<file path="src/rtl/alu_pkg.sv">
// ---------------------------------------------------------------------------
// alu_pkg : operation encoding and status constants for sync_arith_unit_pipe
// Rev 1.0
// ---------------------------------------------------------------------------
`default_nettype none

package alu_pkg;

    typedef enum logic [1:0] {
        ALU_SUB  = 2'b00,
        ALU_COMP = 2'b01,
        ALU_SUM  = 2'b10,
        ALU_CONV = 2'b11
    } alu_op_e;

    localparam logic [3:0] STATUS_OVF      = 4'b1001;
    localparam int         STATUS_EVEN_BIT = 2;
    localparam int         STATUS_ONES_BIT = 1;

endpackage

`default_nettype wire

</file>
<file path="src/rtl/sync_arith_core.sv">
// ---------------------------------------------------------------------------
// sync_arith_core : combinational raw result and overflow for the four ops
// Rev 1.0
// ---------------------------------------------------------------------------
`default_nettype none

module sync_arith_core
    import alu_pkg::*;
#(
    parameter int WIDTH = 8
) (
    input  logic [1:0]       i_op,
    input  logic [WIDTH-1:0] i_arg_a,
    input  logic [WIDTH-1:0] i_arg_b,
    output logic [WIDTH-1:0] o_result,
    output logic             o_ovf
);

    localparam int               IDX_W  = $clog2(WIDTH);
    localparam logic [WIDTH-2:0] MAG_ONE = 1;

    logic [WIDTH+1:0] sub_full;
    logic [WIDTH:0]   sum_full;
    logic [WIDTH-1:0] sum_clr;
    logic [WIDTH-2:0] mag;
    logic             sub_ovf;
    logic             sum_ovf;
    logic             conv_ovf;

    always_comb begin
        // Both operands extended to WIDTH+2 so A - 2B cannot wrap.
        sub_full = {{2{i_arg_a[WIDTH-1]}}, i_arg_a} - {i_arg_b[WIDTH-1], i_arg_b, 1'b0};
        sub_ovf  = !((&sub_full[WIDTH+1:WIDTH-1]) || !(|sub_full[WIDTH+1:WIDTH-1]));

        sum_full = {i_arg_a[WIDTH-1], i_arg_a} + {i_arg_b[WIDTH-1], i_arg_b};
        sum_ovf  = sum_full[WIDTH] ^ sum_full[WIDTH-1];
        sum_clr  = sum_full[WIDTH-1:0];
        if (i_arg_b[WIDTH-1:IDX_W] == '0) begin
            sum_clr[i_arg_b[IDX_W-1:0]] = 1'b0;
        end

        mag      = ~i_arg_a[WIDTH-2:0] + MAG_ONE;
        conv_ovf = i_arg_a[WIDTH-1] && (i_arg_a[WIDTH-2:0] == '0);

        o_result = '0;
        o_ovf    = 1'b0;
        case (alu_op_e'(i_op))
            ALU_SUB: begin
                o_ovf    = sub_ovf;
                o_result = sub_ovf ? '0 : sub_full[WIDTH-1:0];
            end
            ALU_COMP: begin
                o_result[0] = $signed(i_arg_a) < $signed(i_arg_b);
            end
            ALU_SUM: begin
                o_ovf    = sum_ovf;
                o_result = sum_ovf ? '0 : sum_clr;
            end
            ALU_CONV: begin
                o_ovf = conv_ovf;
                if (conv_ovf) begin
                    o_result = '0;
                end else if (i_arg_a[WIDTH-1]) begin
                    o_result = {1'b1, mag};
                end else begin
                    o_result = i_arg_a;
                end
            end
            default: begin
                o_result = '0;
                o_ovf    = 1'b0;
            end
        endcase
    end

endmodule

`default_nettype wire

</file>
<file path="src/rtl/sync_arith_unit_pipe.sv">
// ---------------------------------------------------------------------------
// sync_arith_unit_pipe : 2-stage valid/ready arithmetic unit with overflow count
// Rev 1.0
// ---------------------------------------------------------------------------
`default_nettype none

module sync_arith_unit_pipe
    import alu_pkg::*;
#(
    parameter int WIDTH = 8,
    parameter int CNT_W = 8
) (
    input  logic             i_clk,
    input  logic             i_reset,
    input  logic             i_valid,
    output logic             o_ready,
    input  logic [1:0]       i_op,
    input  logic [WIDTH-1:0] i_arg_A,
    input  logic [WIDTH-1:0] i_arg_B,
    output logic             o_valid,
    input  logic             i_ready,
    output logic [WIDTH-1:0] o_result,
    output logic [3:0]       o_status,
    input  logic             i_clr_cnt,
    output logic [CNT_W-1:0] o_ovf_count
);

    localparam logic [CNT_W-1:0] CNT_ONE = 1;

    logic [WIDTH-1:0] core_result;
    logic             core_ovf;

    logic             s1_valid_q, s1_valid_d;
    logic [WIDTH-1:0] s1_result_q, s1_result_d;
    logic             s1_ovf_q, s1_ovf_d;
    logic             s2_valid_q, s2_valid_d;
    logic [WIDTH-1:0] s2_result_q, s2_result_d;
    logic [3:0]       s2_status_q, s2_status_d;
    logic [CNT_W-1:0] cnt_q, cnt_d;

    logic             s2_adv;
    logic             s1_load;
    logic             s2_load;
    logic             ovf_done;
    logic [3:0]       flags;

    sync_arith_core #(.WIDTH(WIDTH)) u_core (
        .i_op     (i_op),
        .i_arg_a  (i_arg_A),
        .i_arg_b  (i_arg_B),
        .o_result (core_result),
        .o_ovf    (core_ovf)
    );

    always_comb begin
        s2_adv  = !s2_valid_q || i_ready;
        o_ready = !s1_valid_q || s2_adv;
        s1_load = i_valid && o_ready;
        s2_load = s2_adv && s1_valid_q;

        s1_valid_d  = o_ready ? i_valid : s1_valid_q;
        s1_result_d = s1_load ? core_result : s1_result_q;
        s1_ovf_d    = s1_load ? core_ovf : s1_ovf_q;

        flags = '0;
        if (s1_ovf_q) begin
            flags = STATUS_OVF;
        end else begin
            flags[STATUS_EVEN_BIT] = ~^s1_result_q;
            flags[STATUS_ONES_BIT] = &s1_result_q;
        end

        // Data registers only move when a real beat advances, so a stalled
        // output holds its value.
        s2_valid_d  = s2_adv ? s1_valid_q : s2_valid_q;
        s2_result_d = s2_load ? (s1_ovf_q ? '0 : s1_result_q) : s2_result_q;
        s2_status_d = s2_load ? flags : s2_status_q;

        ovf_done = s2_valid_q && i_ready && (s2_status_q == STATUS_OVF);
        cnt_d    = cnt_q;
        if (i_clr_cnt) begin
            cnt_d = '0;
        end else if (ovf_done && (cnt_q != '1)) begin
            cnt_d = cnt_q + CNT_ONE;
        end
    end

    always_ff @(posedge i_clk or negedge i_reset) begin
        if (!i_reset) begin
            s1_valid_q  <= 1'b0;
            s1_result_q <= '0;
            s1_ovf_q    <= 1'b0;
            s2_valid_q  <= 1'b0;
            s2_result_q <= '0;
            s2_status_q <= '0;
            cnt_q       <= '0;
        end else begin
            s1_valid_q  <= s1_valid_d;
            s1_result_q <= s1_result_d;
            s1_ovf_q    <= s1_ovf_d;
            s2_valid_q  <= s2_valid_d;
            s2_result_q <= s2_result_d;
            s2_status_q <= s2_status_d;
            cnt_q       <= cnt_d;
        end
    end

    assign o_valid     = s2_valid_q;
    assign o_result    = s2_result_q;
    assign o_status    = s2_status_q;
    assign o_ovf_count = cnt_q;

endmodule

`default_nettype wire

</file>
<file path="config.mk">
export PLATFORM = sky130hd
export DESIGN_NAME = sync_arith_unit_pipe
export DESIGN_NICKNAME = d
export VERILOG_FILES = /design/src/rtl/alu_pkg.sv /design/src/rtl/sync_arith_core.sv /design/src/rtl/sync_arith_unit_pipe.sv
export SDC_FILE = /design/constraint.sdc
export NUM_CORES = 1
export LEC_CHECK = 0
export ABC_AREA = 1
export BUFFER_PORTS_ARGS = -buffer_cell sky130_fd_sc_hd__buf_2
export CORE_MARGIN = 1.5
export CORE_UTILIZATION = 30
export CTS_BUF_LIST = sky130_fd_sc_hd__clkbuf_2 sky130_fd_sc_hd__clkbuf_4 sky130_fd_sc_hd__clkbuf_8
export DETAILED_ROUTE_END_ITERATION = 8
export GPL_ROUTABILITY_DRIVEN = 0
export GPL_TIMING_DRIVEN = 0
export PLACE_DENSITY_LB_ADDON = 0.2
export SYNTH_ARGS = -nofsm -noshare
export SYNTH_HDL_FRONTEND = slang
export SYNTH_HIERARCHICAL = 1
export SYNTH_SLANG_ARGS = --single-unit
</file>
<file path="constraint.sdc">
create_clock -name i_clk -period 1.9 [get_ports i_clk]
set_input_delay 0.19 -clock i_clk [delete_from_list [all_inputs] [get_ports i_clk]]
set_output_delay 0.19 -clock i_clk [all_outputs]
set_load 0.02 [all_outputs]
</file>
---- Word-level counts from Yosys, hierarchy flattened ----
Index checks and enable logic that the tools add are counted.
word-level totals
  flip-flop bits (word level) ............. 31
  input port bits ......................... 23
  output and inout bits ................... 22
  word-level logic and storage cells ...... 60
operators by class
  $add $sub $neg .......................... 4
  magnitude comparators ................... 3
  equal/unequal tests ..................... 5
  mux-type cells .......................... 15
  bitwise operators ....................... 4
  reductions and logical operators ........ 22
operators with widths
  operator               number
  $mux W8                8
  $pmux W7 S3            1
  $sub A8 B9 Y10         1
  $add A8 B8 Y9          1
  $add A8 B1 Y8 const B  1
  $and A8 B8 Y8          1
  $lt A8 B8 Y1           1
  $ne A8 B8 Y1 const B   1
  $not A8 Y8             1
  $reduce_and A8 Y1      1
  $reduce_xnor A8 Y1     1
  $add A7 B1 Y7 const B  1
  $logic_and A1 B1 Y1    7
  $logic_not A7 Y1       1
  $not A7 Y7             1
  $logic_not A5 Y1       1
  $eq A2 B2 Y1 const B   2
  $eq A4 B4 Y1 const B   1
  $logic_not A1 Y1       4
  $lt A3 B4 Y1 const B   1
  $pmux W1 S4            1
  $demux W1 S3           1
  $ge A3 B1 Y1 const B   1
  $logic_or A1 B1 Y1     3
  9 further kinds        10

---- Logic depth before layout (Yosys ltp) ----
  word-level depth ........................ 9
  gate-level depth with buffers ........... 16
  mapped depth without buffers ............ 16

---- Hierarchy ----
The synthesis kept the hierarchy.
by module, submodules not included
  module                times used  cells an instance  area each (µm²)  seq. area each (µm²)
  sync_arith_core       1           272                1496.4           0.0
  sync_arith_unit_pipe  1           172                1448.9           750.7

---- Worst setup path after synthesis ----
Ideal clock, no wire load.
  kind .................................... input to register
  start ................................... in i_arg_A[1]
  end ..................................... reg s1_result_q[4]
  arrival time ............................ 1.762 ns
  path slack .............................. 0.060 ns
  stages .................................. 15
  path buffers ............................ 0
  cells stage by stage .................... inv_1 -> ha_1 -> inv_1 -> fa_1 -> nand3_2 -> nand3_1 -> nand2_1 -> nand2_1 -> inv_1 -> nand3_2 -> nand2_2 -> nand3_1 -> nand3_1 -> nor2_1 -> a21oi_1
between the ends
  word-level cells in the longest chain between the ends .. 6
  elaborated cells on any way between the ends .. 18
  classes of those cells .................. 3 x add/sub; 6 x mux; 3 x bitwise; 6 x reduce/logical
RTL lines
  item                    RTL line                    text
  start: declaration      sync_arith_unit_pipe.sv:18  input logic [WIDTH-1:0] i_arg_A,
  $sub A8 B9 Y10          sync_arith_core.sv:32       sub_full = {{2{i_arg_a[WIDTH-1]}}, i_arg_a} - {i_arg_b[WIDTH-1], i_arg_b, 1'b0};
  $reduce_or A3 Y1        sync_arith_core.sv:33       sub_ovf = !((&sub_full[WIDTH+1:WIDTH-1]) || !(|sub_full[WIDTH+1:WIDTH-1]));
  $logic_not A1 Y1        sync_arith_core.sv:33
  $logic_or A1 B1 Y1      sync_arith_core.sv:33
  $mux W8                 sync_arith_core.sv:50       o_result = sub_ovf ? '0 : sub_full[WIDTH-1:0];
  $pmux W7 S3 *           sync_arith_core.sv:47       case (alu_op_e'(i_op))
  via core_result[4]      sync_arith_unit_pipe.sv:30  logic [WIDTH-1:0] core_result;
  end signal: assignment  sync_arith_unit_pipe.sv:99  s1_result_q <= s1_result_d;
  end: declaration        sync_arith_unit_pipe.sv:34  logic [WIDTH-1:0] s1_result_q, s1_result_d;
Mark *: on every way through the listed nets, which the timed path passes. The rest lies on a longest branch.
A chain may end at the register's enable or synchronous reset.

---- Worst setup path in the final report ----
  start ................................... in i_arg_B[1]
  end ..................................... reg s1_result_q[5]
between the ends
  word-level cells in the longest chain between the ends .. 9
  elaborated cells on any way between the ends .. 18
  classes of those cells .................. 2 x add/sub; 2 x order compare; 6 x mux; 3 x bitwise; 5 x reduce/logical
RTL lines
  item                                                                       RTL line                    text
  start: declaration                                                         sync_arith_unit_pipe.sv:19  input logic [WIDTH-1:0] i_arg_B,
  $lt A3 B4 Y1 (implied by the code) / $ge A3 B1 Y1 (equally long branches)  sync_arith_core.sv:39       sum_clr[i_arg_b[IDX_W-1:0]] = 1'b0;
  $logic_and A1 B1 Y1 (implied by the code)                                  sync_arith_core.sv:39
  $mux W1 (implied by the code)                                              sync_arith_core.sv:39
  $demux W1 S3                                                               -
  $not A8 Y8 (no line)                                                       -
  $and A8 B8 Y8 (no line)                                                    -
  $mux W8                                                                    sync_arith_core.sv:38       if (i_arg_b[WIDTH-1:IDX_W] == '0) begin
  $mux W8                                                                    sync_arith_core.sv:57       o_result = sum_ovf ? '0 : sum_clr;
  $pmux W7 S3 *                                                              sync_arith_core.sv:47
  via core_result[5]                                                         sync_arith_unit_pipe.sv:30
Marked as above.

==> metrics.yaml <==
logic_synthesis:
  synth_area_leaders: "dfrtp_1, nand2_1, ha_1, nand3_1, inv_1"
  yosys.area.top_type: "dfrtp_1"
  synth.top_cell.area_share_pct: 25.5
  synth_area_um2: 2950
  syn_inst: 444
  ys.warnings.count: 6
  ys_ff_latch: 30
  synth_flop_cell: "dfrtp_1"
  syn_nets: 498
  ys_types: 31
  ys_seq_area_share_pct: 25.5
  avgSynthCellArea_um2: 6.63
  async_flop_share_pct: 100
  synth-edff-count: 0
timing:
  period_minus_slack_ns: 1.77
  setup_tns_ns: 0
  skew_ns: 0.00487
  rsz0062_at_grt: "true"
  relSlewSlack_pct: 55.6
  hold_violations: 0
  worstMarginPinSlew_ns: 0.665
  timing.final.max_slew_violations: 0
  min_period_over_period_pct: 93.0
  setup_slack_ns: 0.133
  fmax_ghz: 0.566
  hold_slack_ns: 0.175
  setup_viol: 0
global_routing:
  grt_max_degree: 31
  overflow: 0
  grt_pass1_wl_um: 13100
  antenna_found_initial: 0
  groute.usage.overall_pct: 15.7
  grt_pass1_vias: 2895
critical_path:
  reg2reg_to: "o_ovf_count[6]"
  cp_max_fo: 7
  cp-end-kind: "register"
  cp_num_buf_inv: 4
  cp.required_ns: 2.11
  crit_top_cell: "nand3_4"
  path_class: "input port to register"
  cpLargestDelayFamily: "simple AND/OR/NAND/NOR gates"
  slowest_stage: "fa_2"
  cp-start-kind: "input port"
  cp.arrival_ns: 1.98
  cpPeakStageDelay_ns: 0.39
  path_cells: "buf_6, clkinvlp_4, buf_6, fa_2, nand3_4, nand3_4, nand2_2, nand2_2, inv_2, nand3_4, nand2_4, nand3_1, nand3_2, nor2_1, a21oi_1"
  ff2ff_setup_slack_ns: 0.36
  r2r_cells: 8
  reg2reg_from: "o_ovf_count[0]"
clock_network:
  clkTransAtPathRegs_ns: 0.06
  worst_skew_pair.late_latency_ns: 0.28
  clock_path_buffers: 2
  htree_levels: 2
  cts_buffers: 5
  cts-root-buf: "clkbuf_8"
  cts.sinks: 30
  cts_tree: "yes"
floorplan:
  die_w_um: 102
  pin_count: 45
  rows: 35
  die_h_um: 102
  dieArea_um2: 10400
  core_area_um2: 9370
  start_util_pct: 31.4
drt:
  ant_nets: 0
  dr.pass1.iters: 4
  drc: 0
  vias_per_cell: 4.76
  drt_wl_total_um: 7750
  drtIter0Drc: 85
  wl_per_cell_um: 12.3
  dr_total_vias: 2997
hold_path:
  min_to: "s1_ovf_q"
  min-delay-start: "i_valid"
  worstHoldPathCells: 3
  hold_path.class: "input port to register"
pwr:
  p_leak_nw: 1.97
  ir_drop_uv: 331
  p_comb_share_pct: 43.2
  seqPwrFrac_pct: 32.4
  pwr-share-clk_pct: 24.4
  p_switching_w: 0.00104
  p_sw_share_pct: 40.0
  internal_power_w: 0.00156
  power.density_nw_per_um2: 707
status:
  status: "finished, final reports clean"
cells_and_area:
  n_fill_cell: 1051
  finalNetCount: 554
  diodes: 0
  utilization_pct: 39.2
  area_delta_synth_final_pct: 24.6
  instances_no_fill: 630
  drive_above_1_share_pct: 23.6
job:
  cap_viol_max_count: 0
place:
  pre_cts_ws_ns: -0.419
  dp.cells: 617
  io_buffer_count: 44
  detailed_place_hpwl_um: 6300
metal layers:
metal / share of wire, % / routed length [µm] / GRT usage [%]
met3: 3.8 / 293 / 2.26
met1: 47 / 3620 / 19.8
met2: 48 / 3720 / 27.3
met4: 1.6 / 122 / 5.48
met5: 0 / 0 / 0
layout make-up:
cell class | count | area (µm²) | share of cell area [%]
Buffer | 5 | 32.5 | 0.886
Multi-Input combinational cell | 345 | 2080 | 56.8
Timing Repair Buffer | 49 | 284 | 7.74
Sequential cell | 30 | 751 | 20.4
Clock inverter | 3 | 40.0 | 1.09
Inverter | 64 | 249 | 6.78
Clock buffer | 5 | 68.8 | 1.87
Tap cell | 129 | 161 | 4.40
worst max path at each step:
stage,cells past startpoint,slack [ns],end,start
3_3_place_gp,16,-0.42,s1_result_q[5],i_arg_A[1]
2_1_floorplan,15,0.06,s1_result_q[4],i_arg_A[1]
4_1_cts,15,-0.004,s1_result_q[4],i_arg_B[1]
3_5_place_dp,16,-0.42,s1_result_q[3],i_arg_A[1]
6_report,15,0.13,s1_result_q[5],i_arg_B[1]
5_1_grt,16,-0.02,s1_result_q[5],i_arg_A[0]
cells by family (layout without fill, tap and decap cells):
| kind of cell | count (synthesis) | in the layout | synth area share (%) |
|---|---|---|---|
| adders and majority gates | 31 | 31 | 13.7 |
| and+or+nand+nor | 248 | 248 | 37.4 |
| buffers and inverters | 69 | 126 | 9.26 |
| xor gates and xnor gates | 11 | 11 | 3.27 |
| DFF | 30 | 30 | 25.5 |
| AOI/OAI and AO/OA | 55 | 55 | 10.9 |
power groups by stage:
stage / Clock, W / Sequential (W) / Combinational (W)
3_3_place_gp: 0 / 0.000850 / 0.00104
4_1_cts: 0.000654 / 0.000844 / 0.00106
6_report: 0.000633 / 0.000842 / 0.00112
3_5_place_dp: 0 / 0.000855 / 0.00105
2_1_floorplan: 0 / 0.000953 / 0.000631
5_1_grt: 0.000676 / 0.000857 / 0.00128
state kept, by name (all words and copies together) (netlist names):
register and flops:
o_valid 1, s1_valid_q 1, o_result 8, o_ovf_count 8, s1_result_q 8, o_status 3, s1_ovf_q 1
cell usage in the layout, fill, tap and decap left out, types with 4 or more instances in the layout:
cell type and n:
inv_2 8, nand4_1 8, nor2_2 4, dfrtp_1 30, nand2_4 5, nand2_2 11, xor2_1 8, ha_1 25
nor2_1 49, nor3_1 8, nand3_2 13, a21oi_1 22, nand3_1 38, o21ai_0 15, inv_1 54, buf_2 41
nand2_1 105, clkbuf_8 5, buf_4 7
tightest hold or removal path, cell delays in order:
cell	delay [ns]
buf_2	0.11
nand3_1	0.07
nand2_1	0.06
repair_timing:
item / 4_1_cts / 5_1_grt
endpoints found under the setup margin: 9 / 9
pin swaps: 0 / 15
resized for setup: 3 / 49
setup buffers: 0 / 4
endpoints found under the hold margin: 30 / 0
hold buffers: 1 / 0
cloned: 0 / 0
synth_stat cells (4+ instances only):
master / number
nand3_2: 4
dfrtp_1: 30
nand3_1: 50
o21ai_0: 15
nand4_1: 8
ha_1: 29
nand2_1: 113
inv_2: 5
nand2_2: 5
nor3_1: 8
a21oi_1: 22
nor2_1: 51
inv_1: 59
xor2_1: 8
through the flow:
step | power, W | instance area [µm²]
after global routing | 0.00282 | 3670
final | 0.00260 | 3670
after global placement | 0.00189 | 3330
after CTS | 0.00256 | 3450
after detailed placement | 0.00191 | 3330
after floorplan | 0.00158 | 2950
(Power assumes the default switching activity.)
